**src/rtl/mips_pipe_pkg.sv**
```systemverilog
// Shared definitions for the 5-stage MIPS pipeline control blocks.
//   state_t        : hazard sequencer states (RUN, MEM_WAIT, ERR)
//   DEF_REG_ADDR_W : default register-index width
//   REG_ZERO       : index of the hard-wired $zero register
package mips_pipe_pkg;

    typedef enum logic [1:0] {
        RUN      = 2'd0,
        MEM_WAIT = 2'd1,
        ERR      = 2'd2
    } state_t;

    localparam int DEF_REG_ADDR_W = 5;

    localparam logic [DEF_REG_ADDR_W-1:0] REG_ZERO = '0;

endpackage

```
**src/rtl/load_use_detect.sv**
```systemverilog
// Load-use hazard comparator. Pure combinational; also used by the
// forwarding unit.
//   idex_memread : instruction in EX is a load
//   idex_rt      : load destination register in EX
//   id_rs, id_rt : source registers of the instruction in ID
//   hazard       : ID consumes the value the EX load has not yet produced
module load_use_detect
    import mips_pipe_pkg::*;
#(
    parameter int REG_ADDR_W = DEF_REG_ADDR_W
) (
    input  logic                  idex_memread,
    input  logic [REG_ADDR_W-1:0] idex_rt,
    input  logic [REG_ADDR_W-1:0] id_rs,
    input  logic [REG_ADDR_W-1:0] id_rt,
    output logic                  hazard
);

    // A load into $zero writes nothing, so it can never create a hazard.
    assign hazard = idex_memread
                  & (idex_rt != REG_ADDR_W'(REG_ZERO))
                  & ((idex_rt == id_rs) | (idex_rt == id_rt));

endmodule

```
**src/rtl/pipeline_hazard_controller.sv**
```systemverilog
// Central stall/flush sequencer for the 5-stage MIPS pipeline.
// Handshake: the data memory is requested while mem_req=1; the access
// completes in the cycle where mem_req=1 and mem_ready=1. mem_ready in any
// other cycle is ignored.
// Ports:
//   clk, reset (async, active-low)
//   id_rs, id_rt, idex_memread, idex_rt : load-use hazard inputs
//   ex_branch_taken, id_jump            : control-flow redirects
//   exmem_memread, exmem_memwrite       : MEM stage accesses data memory
//   mem_ready / mem_req                 : data-memory handshake
//   pc_en, ifid_en, idex_en, exmem_en   : stage load enables
//   ifid_flush, idex_flush              : synchronous stage clear (bubble)
//   memwb_bubble                        : MEM/WB loads zeros instead of results
//   mem_timeout_err                     : sticky, cleared only by reset
//   stall_count                         : saturating count of pc_en=0 cycles
//   state_dbg                           : current sequencer state
module pipeline_hazard_controller
    import mips_pipe_pkg::*;
#(
    parameter int MEM_TIMEOUT = 15,
    parameter int REG_ADDR_W  = DEF_REG_ADDR_W,
    parameter int STALL_CNT_W = 16
) (
    input  logic                   clk,
    input  logic                   reset,
    input  logic [REG_ADDR_W-1:0]  id_rs,
    input  logic [REG_ADDR_W-1:0]  id_rt,
    input  logic                   idex_memread,
    input  logic [REG_ADDR_W-1:0]  idex_rt,
    input  logic                   ex_branch_taken,
    input  logic                   id_jump,
    input  logic                   exmem_memread,
    input  logic                   exmem_memwrite,
    input  logic                   mem_ready,
    output logic                   mem_req,
    output logic                   pc_en,
    output logic                   ifid_en,
    output logic                   idex_en,
    output logic                   exmem_en,
    output logic                   ifid_flush,
    output logic                   idex_flush,
    output logic                   memwb_bubble,
    output logic                   mem_timeout_err,
    output logic [STALL_CNT_W-1:0] stall_count,
    output state_t                 state_dbg
);

    state_t                 state_q, state_d;
    logic [7:0]             timer_q, timer_d;
    logic                   err_q, err_d;
    logic [STALL_CNT_W-1:0] stall_count_q, stall_count_d;

    logic load_use;
    logic mem_access;
    logic freeze;
    logic resolve;
    logic [7:0] timer_inc;

    load_use_detect #(
        .REG_ADDR_W (REG_ADDR_W)
    ) u_load_use_detect (
        .idex_memread (idex_memread),
        .idex_rt      (idex_rt),
        .id_rs        (id_rs),
        .id_rt        (id_rt),
        .hazard       (load_use)
    );

    assign mem_access = exmem_memread | exmem_memwrite;
    assign timer_inc  = timer_q + 8'd1;

    always_comb begin
        state_d       = state_q;
        timer_d       = timer_q;
        freeze        = 1'b0;
        resolve       = 1'b0;
        mem_req       = 1'b0;
        pc_en         = 1'b1;
        ifid_en       = 1'b1;
        idex_en       = 1'b1;
        exmem_en      = 1'b1;
        ifid_flush    = 1'b0;
        idex_flush    = 1'b0;
        memwb_bubble  = 1'b0;

        case (state_q)
            RUN: begin
                if (mem_access) begin
                    mem_req = 1'b1;
                    if (mem_ready) begin
                        resolve = 1'b1;
                    end else begin
                        freeze  = 1'b1;
                        state_d = MEM_WAIT;
                        timer_d = '0;
                    end
                end else begin
                    resolve = 1'b1;
                end
            end
            MEM_WAIT: begin
                mem_req = 1'b1;
                if (mem_ready) begin
                    // Release cycle: MEM/WB captures ReadData and the held
                    // hazards/redirects are resolved against the advancing pipe.
                    resolve = 1'b1;
                    state_d = RUN;
                end else begin
                    freeze  = 1'b1;
                    timer_d = timer_inc;
                    if (timer_inc == 8'(MEM_TIMEOUT)) begin
                        state_d = ERR;
                    end
                end
            end
            ERR: begin
                freeze = 1'b1;
            end
            default: begin
                state_d = RUN;
            end
        endcase

        if (freeze) begin
            pc_en        = 1'b0;
            ifid_en      = 1'b0;
            idex_en      = 1'b0;
            exmem_en     = 1'b0;
            memwb_bubble = 1'b1;
        end

        // Branch squashes the younger instructions, so the load-use stall is
        // moot; load-use holds ID, so a jump there is simply re-decoded.
        if (resolve) begin
            if (ex_branch_taken) begin
                ifid_flush = 1'b1;
                idex_flush = 1'b1;
            end else if (load_use) begin
                pc_en      = 1'b0;
                ifid_en    = 1'b0;
                idex_flush = 1'b1;
            end else if (id_jump) begin
                ifid_flush = 1'b1;
            end
        end

        err_d         = err_q | (state_d == ERR);
        stall_count_d = stall_count_q;
        if (!pc_en && (stall_count_q != '1)) begin
            stall_count_d = stall_count_q + STALL_CNT_W'(1);
        end
    end

    always_ff @(posedge clk or negedge reset) begin
        if (!reset) begin
            state_q       <= RUN;
            timer_q       <= '0;
            err_q         <= 1'b0;
            stall_count_q <= '0;
        end else begin
            state_q       <= state_d;
            timer_q       <= timer_d;
            err_q         <= err_d;
            stall_count_q <= stall_count_d;
        end
    end

    assign mem_timeout_err = err_q;
    assign stall_count     = stall_count_q;
    assign state_dbg       = state_q;

endmodule

```
**config.mk**
```make
export PLATFORM = sky130hd
export DESIGN_NAME = pipeline_hazard_controller
export DESIGN_NICKNAME = d
export VERILOG_FILES = /design/src/rtl/mips_pipe_pkg.sv /design/src/rtl/load_use_detect.sv /design/src/rtl/pipeline_hazard_controller.sv
export SDC_FILE = /design/constraint.sdc
export NUM_CORES = 1
export LEC_CHECK = 0
export ABC_AREA = 1
export BUFFER_PORTS_ARGS = -buffer_cell sky130_fd_sc_hd__buf_2
export CELL_PAD_IN_SITES_DETAIL_PLACEMENT = 1
export CELL_PAD_IN_SITES_GLOBAL_PLACEMENT = 1
export CORE_UTILIZATION = 37
export DETAILED_ROUTE_END_ITERATION = 16
export PLACE_DENSITY = 0.76
export SLEW_MARGIN = 10
export SYNTH_ARGS = -nofsm -noshare
export SYNTH_HDL_FRONTEND = slang
export SYNTH_SLANG_ARGS = --single-unit
```
**constraint.sdc**
```tcl
create_clock -name clk -period 3 [get_ports clk]
set_input_delay 0.9 -clock clk [delete_from_list [all_inputs] [get_ports clk]]
set_output_delay 0.9 -clock clk [all_outputs]
set_load 0.02 [all_outputs]
```
# Yosys cells after proc, flatten, opt, wreduce, memory -nomap -nowiden
# Cells that the tools add are included.
# Widths: inputs -> output; s select.
[totals]
register_bits = 27
out_inout_bits = 27
word_cells = 56
[op_classes]
add_sub_neg = 2
n_eq_ne = 10
n_mux = 29
bitwise = 5
reduce_logical = 6
[op_table]
columns = ["operator", "n"]
rows = [
  ["$mux 8", 3],
  ["$mux 1", 17],
  ["$add 16x1->16 const B", 1],
  ["$ne 16x16->1 const B", 1],
  ["$pmux 8 s2", 1],
  ["$eq 5x5->1", 2],
  ["$add 8x1->8 const B", 1],
  ["$eq 8x4->1 const B", 1],
  ["$mux 2", 4],
  ["$ne 2x2->1 const B", 3],
  ["$pmux 2 s3", 1],
  ["$reduce_bool 5->1", 1],
  ["$eq 2x2->1 const B", 2],
  ["$pmux 1 s2", 2],
  ["$reduce_and 4->1", 1],
  ["$or 1x1->1", 3],
  ["$pmux 1 s3", 1],
  ["$and 1x1->1", 2],
  ["$eq 2x1->1 const B", 1],
  ["$logic_not 2->1", 1],
  ["$reduce_bool 2->1", 1],
  ["$logic_and 1x1->1", 1],
  ["$logic_not 1->1", 1],
]

# Longest topological paths before layout
[depth]
word_depth = 9
depth_mapped = 12
depth_no_buf = 11

# Modules after synthesis
# From an unflattened synthesis, not the netlist that was laid out.
[hier_totals]
cells_unflattened = 282
area_unflattened_um2 = 1918.1
[by_module_without_submodules]
columns = ["mod", "instances", "cells_each", "area_per_inst_um2", "seq_area_each_um2"]
rows = [
  ["pipeline_hazard_controller", 1, 237, 1722.9, 675.6],
  ["load_use_detect", 1, 45, 195.2, 0.0],
]

# Worst setup path after synthesis
# No wires, ideal clock.
[synth_timing]
path_type = "in2out"
from = "input exmem_memread"
to = "output pc_en"
t_arrival_ps = 1995
t_required_ps = 2100
setup_slack_ps = 105
cell_stages = 9
n_path_buf = 2
cell_sequence = "inv_2 nand2_2 o21ai_4 nor2_2 nor2_4 nand2_4 buf_6 inv_2 buf_4"
[synth_via]
elab_chain_len = 7
word_cells_on_any_way = 9
classes_between = "8 x mux; 1 x bitwise"
[synth_rtl]
columns = ["item", "line_no", "rtl"]
rows = [
  ["start, declared", "pipeline_hazard_controller.sv:32", "input logic exmem_memread,"],
  ["$or 1x1->1 *", "pipeline_hazard_controller.sv:69", "assign mem_access = exmem_memread | exmem_memwrite;"],
  ["$mux 1 *", "pipeline_hazard_controller.sv:88", "if (mem_access) begin"],
  ["$pmux 1 s3 *", "pipeline_hazard_controller.sv:86", "case (state_q)"],
  ["$mux 1 *", "--", ""],
  ["net exmem_en", "pipeline_hazard_controller.sv:39", "output logic exmem_en,"],
  ["$mux 1", "pipeline_hazard_controller.sv:138", "end else if (load_use) begin"],
  ["$mux 1", "pipeline_hazard_controller.sv:135", "if (ex_branch_taken) begin"],
  ["$mux 1 *", "pipeline_hazard_controller.sv:134", "if (resolve) begin"],
  ["end, declared", "pipeline_hazard_controller.sv:36", "output logic pc_en,"],
]
# Mark *: on every way through the listed nets, which the timed path passes. The rest lies on a longest branch.

# Worst setup path in the final report
[layout_timing]
from = "input idex_rt[0]"
to = "output idex_flush"
[layout_via]
elab_chain_len = 6
word_cells_on_any_way = 9
classes_between = "2 x eq/ne; 3 x mux; 3 x bitwise; 1 x reduce/logical"
[layout_rtl]
columns = ["item", "line_no", "rtl"]
rows = [
  ["start, declared", "pipeline_hazard_controller.sv:29", "input logic [REG_ADDR_W-1:0] idex_rt,"],
  ["$eq 5x5->1 or $reduce_bool 5->1 (tied branches)", "load_use_detect.sv:22, load_use_detect.sv:21", ""],
  ["$or 1x1->1 or $and 1x1->1 (tied branches)", "load_use_detect.sv:22, load_use_detect.sv:21", ""],
  ["$and 1x1->1 *", "load_use_detect.sv:22", "& ((idex_rt == id_rs) | (idex_rt == id_rt));"],
  ["$mux 1 *", "pipeline_hazard_controller.sv:138", ""],
  ["$mux 1 *", "pipeline_hazard_controller.sv:135", ""],
  ["$mux 1 *", "pipeline_hazard_controller.sv:134", ""],
  ["end, declared", "pipeline_hazard_controller.sv:41", "output logic idex_flush,"],
]
# Every way passes the cells marked *; elsewhere a longest branch is shown, timed or not.

==> impl_results.html <==
<table>
<tr><th>Metric</th><th>Value</th></tr>
<tr><th colspan="2">Floorplan</th></tr>
<tr><td>Row Count</td><td>25</td></tr>
<tr><td>IO Pins</td><td>50</td></tr>
<tr><td>Floorplan Core Area</td><td>4820 sq um</td></tr>
<tr><td>Vert. Die Dim</td><td>73.3 um</td></tr>
<tr><td>Die Span X</td><td>73.3 um</td></tr>
<tr><td>Initial standard-cell utilization of the core</td><td>0.391</td></tr>
<tr><td>Die ar.</td><td>5380 sq um</td></tr>
<tr><th colspan="2">Min path</th></tr>
<tr><td>Hold Path Stages</td><td>2</td></tr>
<tr><td>Worst Min Path Start</td><td>mem_timeout_err</td></tr>
<tr><td>Tightest Hold Check Type</td><td>flop to flop</td></tr>
<tr><th colspan="2">Clock tree</th></tr>
<tr><td>Clock tree root driver cell</td><td>clkbuf_8</td></tr>
<tr><td>Cts bufs inserted</td><td>3</td></tr>
<tr><td>Number of setup buffers added after CTS</td><td>0</td></tr>
<tr><td>Clock-pin transition on the worst setup and hold timing paths</td><td>about 0.09 ns</td></tr>
<tr><td>CTS Hold Buffers Added</td><td>0</td></tr>
<tr><td>Clock tree from TritonCTS</td><td>built</td></tr>
<tr><td>Post-CTS resize count</td><td>0</td></tr>
<tr><td>Clock Path Buffers</td><td>2</td></tr>
<tr><td>H-tree levels</td><td>1</td></tr>
<tr><td>Clock insertion delay at the later pin of the skew report</td><td>0.28 ns</td></tr>
<tr><td>Sinks on the clock net</td><td>27</td></tr>
<tr><th colspan="2">Logic synthesis</th></tr>
<tr><td>Largest family of logic cells by synthesized area</td><td>simple AND/OR/NAND/NOR gates</td></tr>
<tr><td>Nets in the synthesized netlist</td><td>287</td></tr>
<tr><td>Synth Flop Type</td><td>dfrtp_1</td></tr>
<tr><td>Compound-Gate Fraction of Synth Area</td><td>0.0479</td></tr>
<tr><td>Syn. warnings</td><td>0</td></tr>
<tr><td>Simple-gate share of the synthesized area</td><td>0.377</td></tr>
<tr><td>Number of flops mapped to enable cells by yosys</td><td>0</td></tr>
<tr><td>Post-synthesis cell type count</td><td>28</td></tr>
<tr><td>Fraction of registers with async set/reset</td><td>1.00</td></tr>
<tr><td>Share of synthesized cell area in full adder, half adder and majority cells</td><td>0.0199</td></tr>
<tr><td>Post-synthesis instance area</td><td>1880 sq um</td></tr>
<tr><td>Xor and xnor area share after synthesis</td><td>0.0977</td></tr>
<tr><td>Syn Inst Count</td><td>261</td></tr>
<tr><td>Mapped Avg Cell Area</td><td>7.21 sq um</td></tr>
<tr><td>Synthesized flop and latch total</td><td>27</td></tr>
<tr><td>Multiplexer share of the synthesized area</td><td>0</td></tr>
<tr><td>Proportion of synthesized chip area in sequential cells</td><td>0.359</td></tr>
<tr><th colspan="2">GRT</th></tr>
<tr><td>Number of global-route vias before repair</td><td>1736</td></tr>
<tr><td>Global-route usage over all layers</td><td>0.192</td></tr>
<tr><td>Overflow left after global routing</td><td>0</td></tr>
<tr><td>Global-route wire length before repair</td><td>7.99 mm</td></tr>
<tr><td>Number of antenna violations at the first check in global routing</td><td>0</td></tr>
<tr><td>Maximum number of pins on one net before global-route repair</td><td>28</td></tr>
<tr><th colspan="2">Detailed routing</th></tr>
<tr><td>Average detailed-routed wire length per instance</td><td>12.4 um</td></tr>
<tr><td>Iteration-0 DRC count of the detailed router</td><td>96</td></tr>
<tr><td>Number of detailed-route iterations in the first pass</td><td>4</td></tr>
<tr><td>Vias</td><td>1790</td></tr>
<tr><td>Detailed Route WL</td><td>around 4.7 mm</td></tr>
<tr><td>Detailed-route vias per instance</td><td>4.75</td></tr>
<tr><td>Post-route ant nets</td><td>0</td></tr>
<tr><td>Detailed-route DRC error count</td><td>0</td></tr>
<tr><th colspan="2">Power and ir drop</th></tr>
<tr><td>Part of the total power dissipated in sequential elements</td><td>0.571</td></tr>
<tr><td>Leakage power</td><td>1.24 nW</td></tr>
<tr><td>Power consumption</td><td>roughly 0.65 mW</td></tr>
<tr><td>Combinational fraction of design power</td><td>0.098</td></tr>
<tr><td>Portion of total power attributed to the clock network</td><td>0.331</td></tr>
<tr><td>Switching Power</td><td>0.162 mW</td></tr>
<tr><td>Power per unit of standard cell area</td><td>293 nW/um^2</td></tr>
<tr><td>Total internal power</td><td>0.489 mW</td></tr>
<tr><td>Sw Share</td><td>0.249</td></tr>
<tr><td>Worst vdd rail ir drop</td><td>140 uV</td></tr>
<tr><th colspan="2">Timing</th></tr>
<tr><td>Hold violation count in the final report</td><td>0</td></tr>
<tr><td>Minimum clock period</td><td>2.78 ns</td></tr>
<tr><td>Fin Clk Skew</td><td>0.00460 ns</td></tr>
<tr><td>Final Cycle Share</td><td>0.928</td></tr>
<tr><td>Measured slew at the worst slew-check pin</td><td>a little over 0.6 ns</td></tr>
<tr><td>Final setup viols</td><td>0</td></tr>
<tr><td>Post-Route Setup TNS</td><td>0 ns</td></tr>
<tr><td>Setup repair after global routing missed its margin</td><td>no</td></tr>
<tr><td>Worst hold slack</td><td>0.496 ns</td></tr>
<tr><td>Achievable Freq</td><td>359 MHz</td></tr>
<tr><td>Number of max-slew violations in the final report</td><td>0</td></tr>
<tr><td>Final worst setup slack</td><td>0.216 ns</td></tr>
<tr><td>Headroom to the max-slew limit</td><td>0.590</td></tr>
<tr><th colspan="2">Layout</th></tr>
<tr><td>Core utilization of the finished layout</td><td>0.461</td></tr>
<tr><td>Post-route cell area</td><td>2220 sq um</td></tr>
<tr><td>Syn-to-layout area delta</td><td>18.0%</td></tr>
<tr><td>Share of cells above drive strength 1</td><td>0.235</td></tr>
<tr><td>Final instance count without filler cells</td><td>between 300 and 400</td></tr>
<tr><td>Fin nets</td><td>337</td></tr>
<tr><td>Number of diodes</td><td>0</td></tr>
<tr><th colspan="2">Outcome</th></tr>
<tr><td>Run status</td><td>finished clean</td></tr>
<tr><th colspan="2">Placed design</th></tr>
<tr><td>Count of input and output buffers</td><td>49</td></tr>
<tr><td>Instance area at placement</td><td>2180 sq um</td></tr>
<tr><td>Final HPWL from detailed placement</td><td>3.63 mm</td></tr>
<tr><td>Routability cong.</td><td>around 0.76</td></tr>
<tr><td>DP Cell Count</td><td>373</td></tr>
<tr><td>Dpl ws</td><td>0.188 ns</td></tr>
<tr><th colspan="2">Worst setup path</th></tr>
<tr><td>Delay-heaviest family, CP</td><td>simple AND/OR/NAND/NOR gates</td></tr>
<tr><td>Sort of element at the start of the critical path</td><td>input pin</td></tr>
<tr><td>CP Data Arrival Time</td><td>1.88 ns</td></tr>
<tr><td>Cells along the critical path</td><td>buf_2, inv_1, nand2_1, nand2_1, nor2_1, nand3_1, nand2_1, nand2_1, a21oi_1, buf_2</td></tr>
<tr><td>Cell mode on critical path</td><td>nand2_1</td></tr>
<tr><td>CP required</td><td>2.10 ns</td></tr>
<tr><td>Maximum fanout count along the critical path</td><td>4</td></tr>
<tr><td>Path type of the worst setup path</td><td>input pin to output port</td></tr>
<tr><td>CP Capture Type</td><td>output port</td></tr>
<tr><td>Total buffers and inverters traversed by the critical path</td><td>3</td></tr>
<tr><td>Cell count of the worst reg-to-reg path</td><td>7</td></tr>
<tr><td>Number of gates on the worst path with buffers counted</td><td>10</td></tr>
<tr><td>Worst setup path startpoint</td><td>idex_rt[0]</td></tr>
<tr><td>Largest incremental delay on the critical path</td><td>0.18 ns</td></tr>
<tr><td>Slowest cell on the critical path</td><td>buf_2</td></tr>
<tr><td>Launch instance of the worst register-to-register path</td><td>stall_count[0]</td></tr>
<tr><th colspan="2">Job</th></tr>
<tr><td>Max-cap check violation count</td><td>0</td></tr>
</table>
[sequential cells by signal, indices dropped and copies added, names as in the netlist]
signal	flops
mem_timeout_err	1
stall_count	16
timer_q	8
state_dbg	2
[kinds of logic after synthesis]
logic type      count (synthesis)
compound gates                 15
xor+xnor                       21
flops                          27
buf+inv                        43
simple gates                  152
fa+ha+maj                       3
[worst register-to-register path, cell delays in order, from the launching register on]
cell     delay, ns
dfrtp_1       0.44
ha_1          0.27
nand3_2       0.14
nor2_4        0.20
nand4_4       0.29
nand2_4       0.30
nand2_1       0.08
nand2_1       0.06
[metal layers]
| layer | GRT usage | wire length [um] | share of wire |
|---|---|---|---|
| met5 | 0 | 0 | 0 |
| met4 | 0.0513 | 45 | 0.0096 |
| met3 | 0.0261 | 163 | 0.035 |
| met2 | 0.313 | 2190 | 0.47 |
| met1 | 0.268 | 2290 | 0.49 |
[cell usage after synthesis (all sizes together), types with 3 or more instances]
library cell  count  area share
xnor2            10       0.047
nor3              4       0.011
nand2            85        0.18
inv              37       0.074
nand3            33       0.093
ha                3       0.020
nand4             4       0.021
xor2             11       0.051
nor2             25       0.061
dfrtp            27        0.36
buf               5       0.023
o21ai            10       0.033
[path summary, 6_finish.rpt]
check                                  end  slack (ns)
hold reg to reg            mem_timeout_err        0.50
max in group asynchronous   stall_count[7]        1.97
setup reg to reg            stall_count[3]        1.16
hold / removal             mem_timeout_err        0.50
min in group asynchronous     state_dbg[1]        0.63
setup / recovery                idex_flush        0.22
[cells in the final DEF (no fill, tap or decap), drive strengths merged]
cell	count
ha	3
nor3	4
buf	50
nand2	85
nand3	33
nand4	4
xor2	11
o21ai	10
xnor2	10
clkbuf	4
dfrtp	27
o22ai	2
inv	37
nor3b	1
a31oi	1
clkinv	1
nor2	25
a21oi	2
[power groups by stage]
stage,Clock (mW),Combinational [mW],Sequential [mW]
final,0.216,0.0638,0.371
after global routing,0.233,0.0752,0.372
after CTS,0.229,0.0656,0.371
after detailed placement,0,0.0655,0.379
after global placement,0,0.0638,0.378
after floorplan,0,0.0331,0.378
[area by class of cell]
cell class                      count  area (sq um)
Fill cell                         641          2600
Clock buffer                        4          45.0
Timing Repair Buffer               50           253
Multi-Input combinational cell    191          1020
Tap cell                           67          83.8
Sequential cell                    27           676
Inverter                           38           143
No activity file was read; power rests on OpenSTA's default activity.
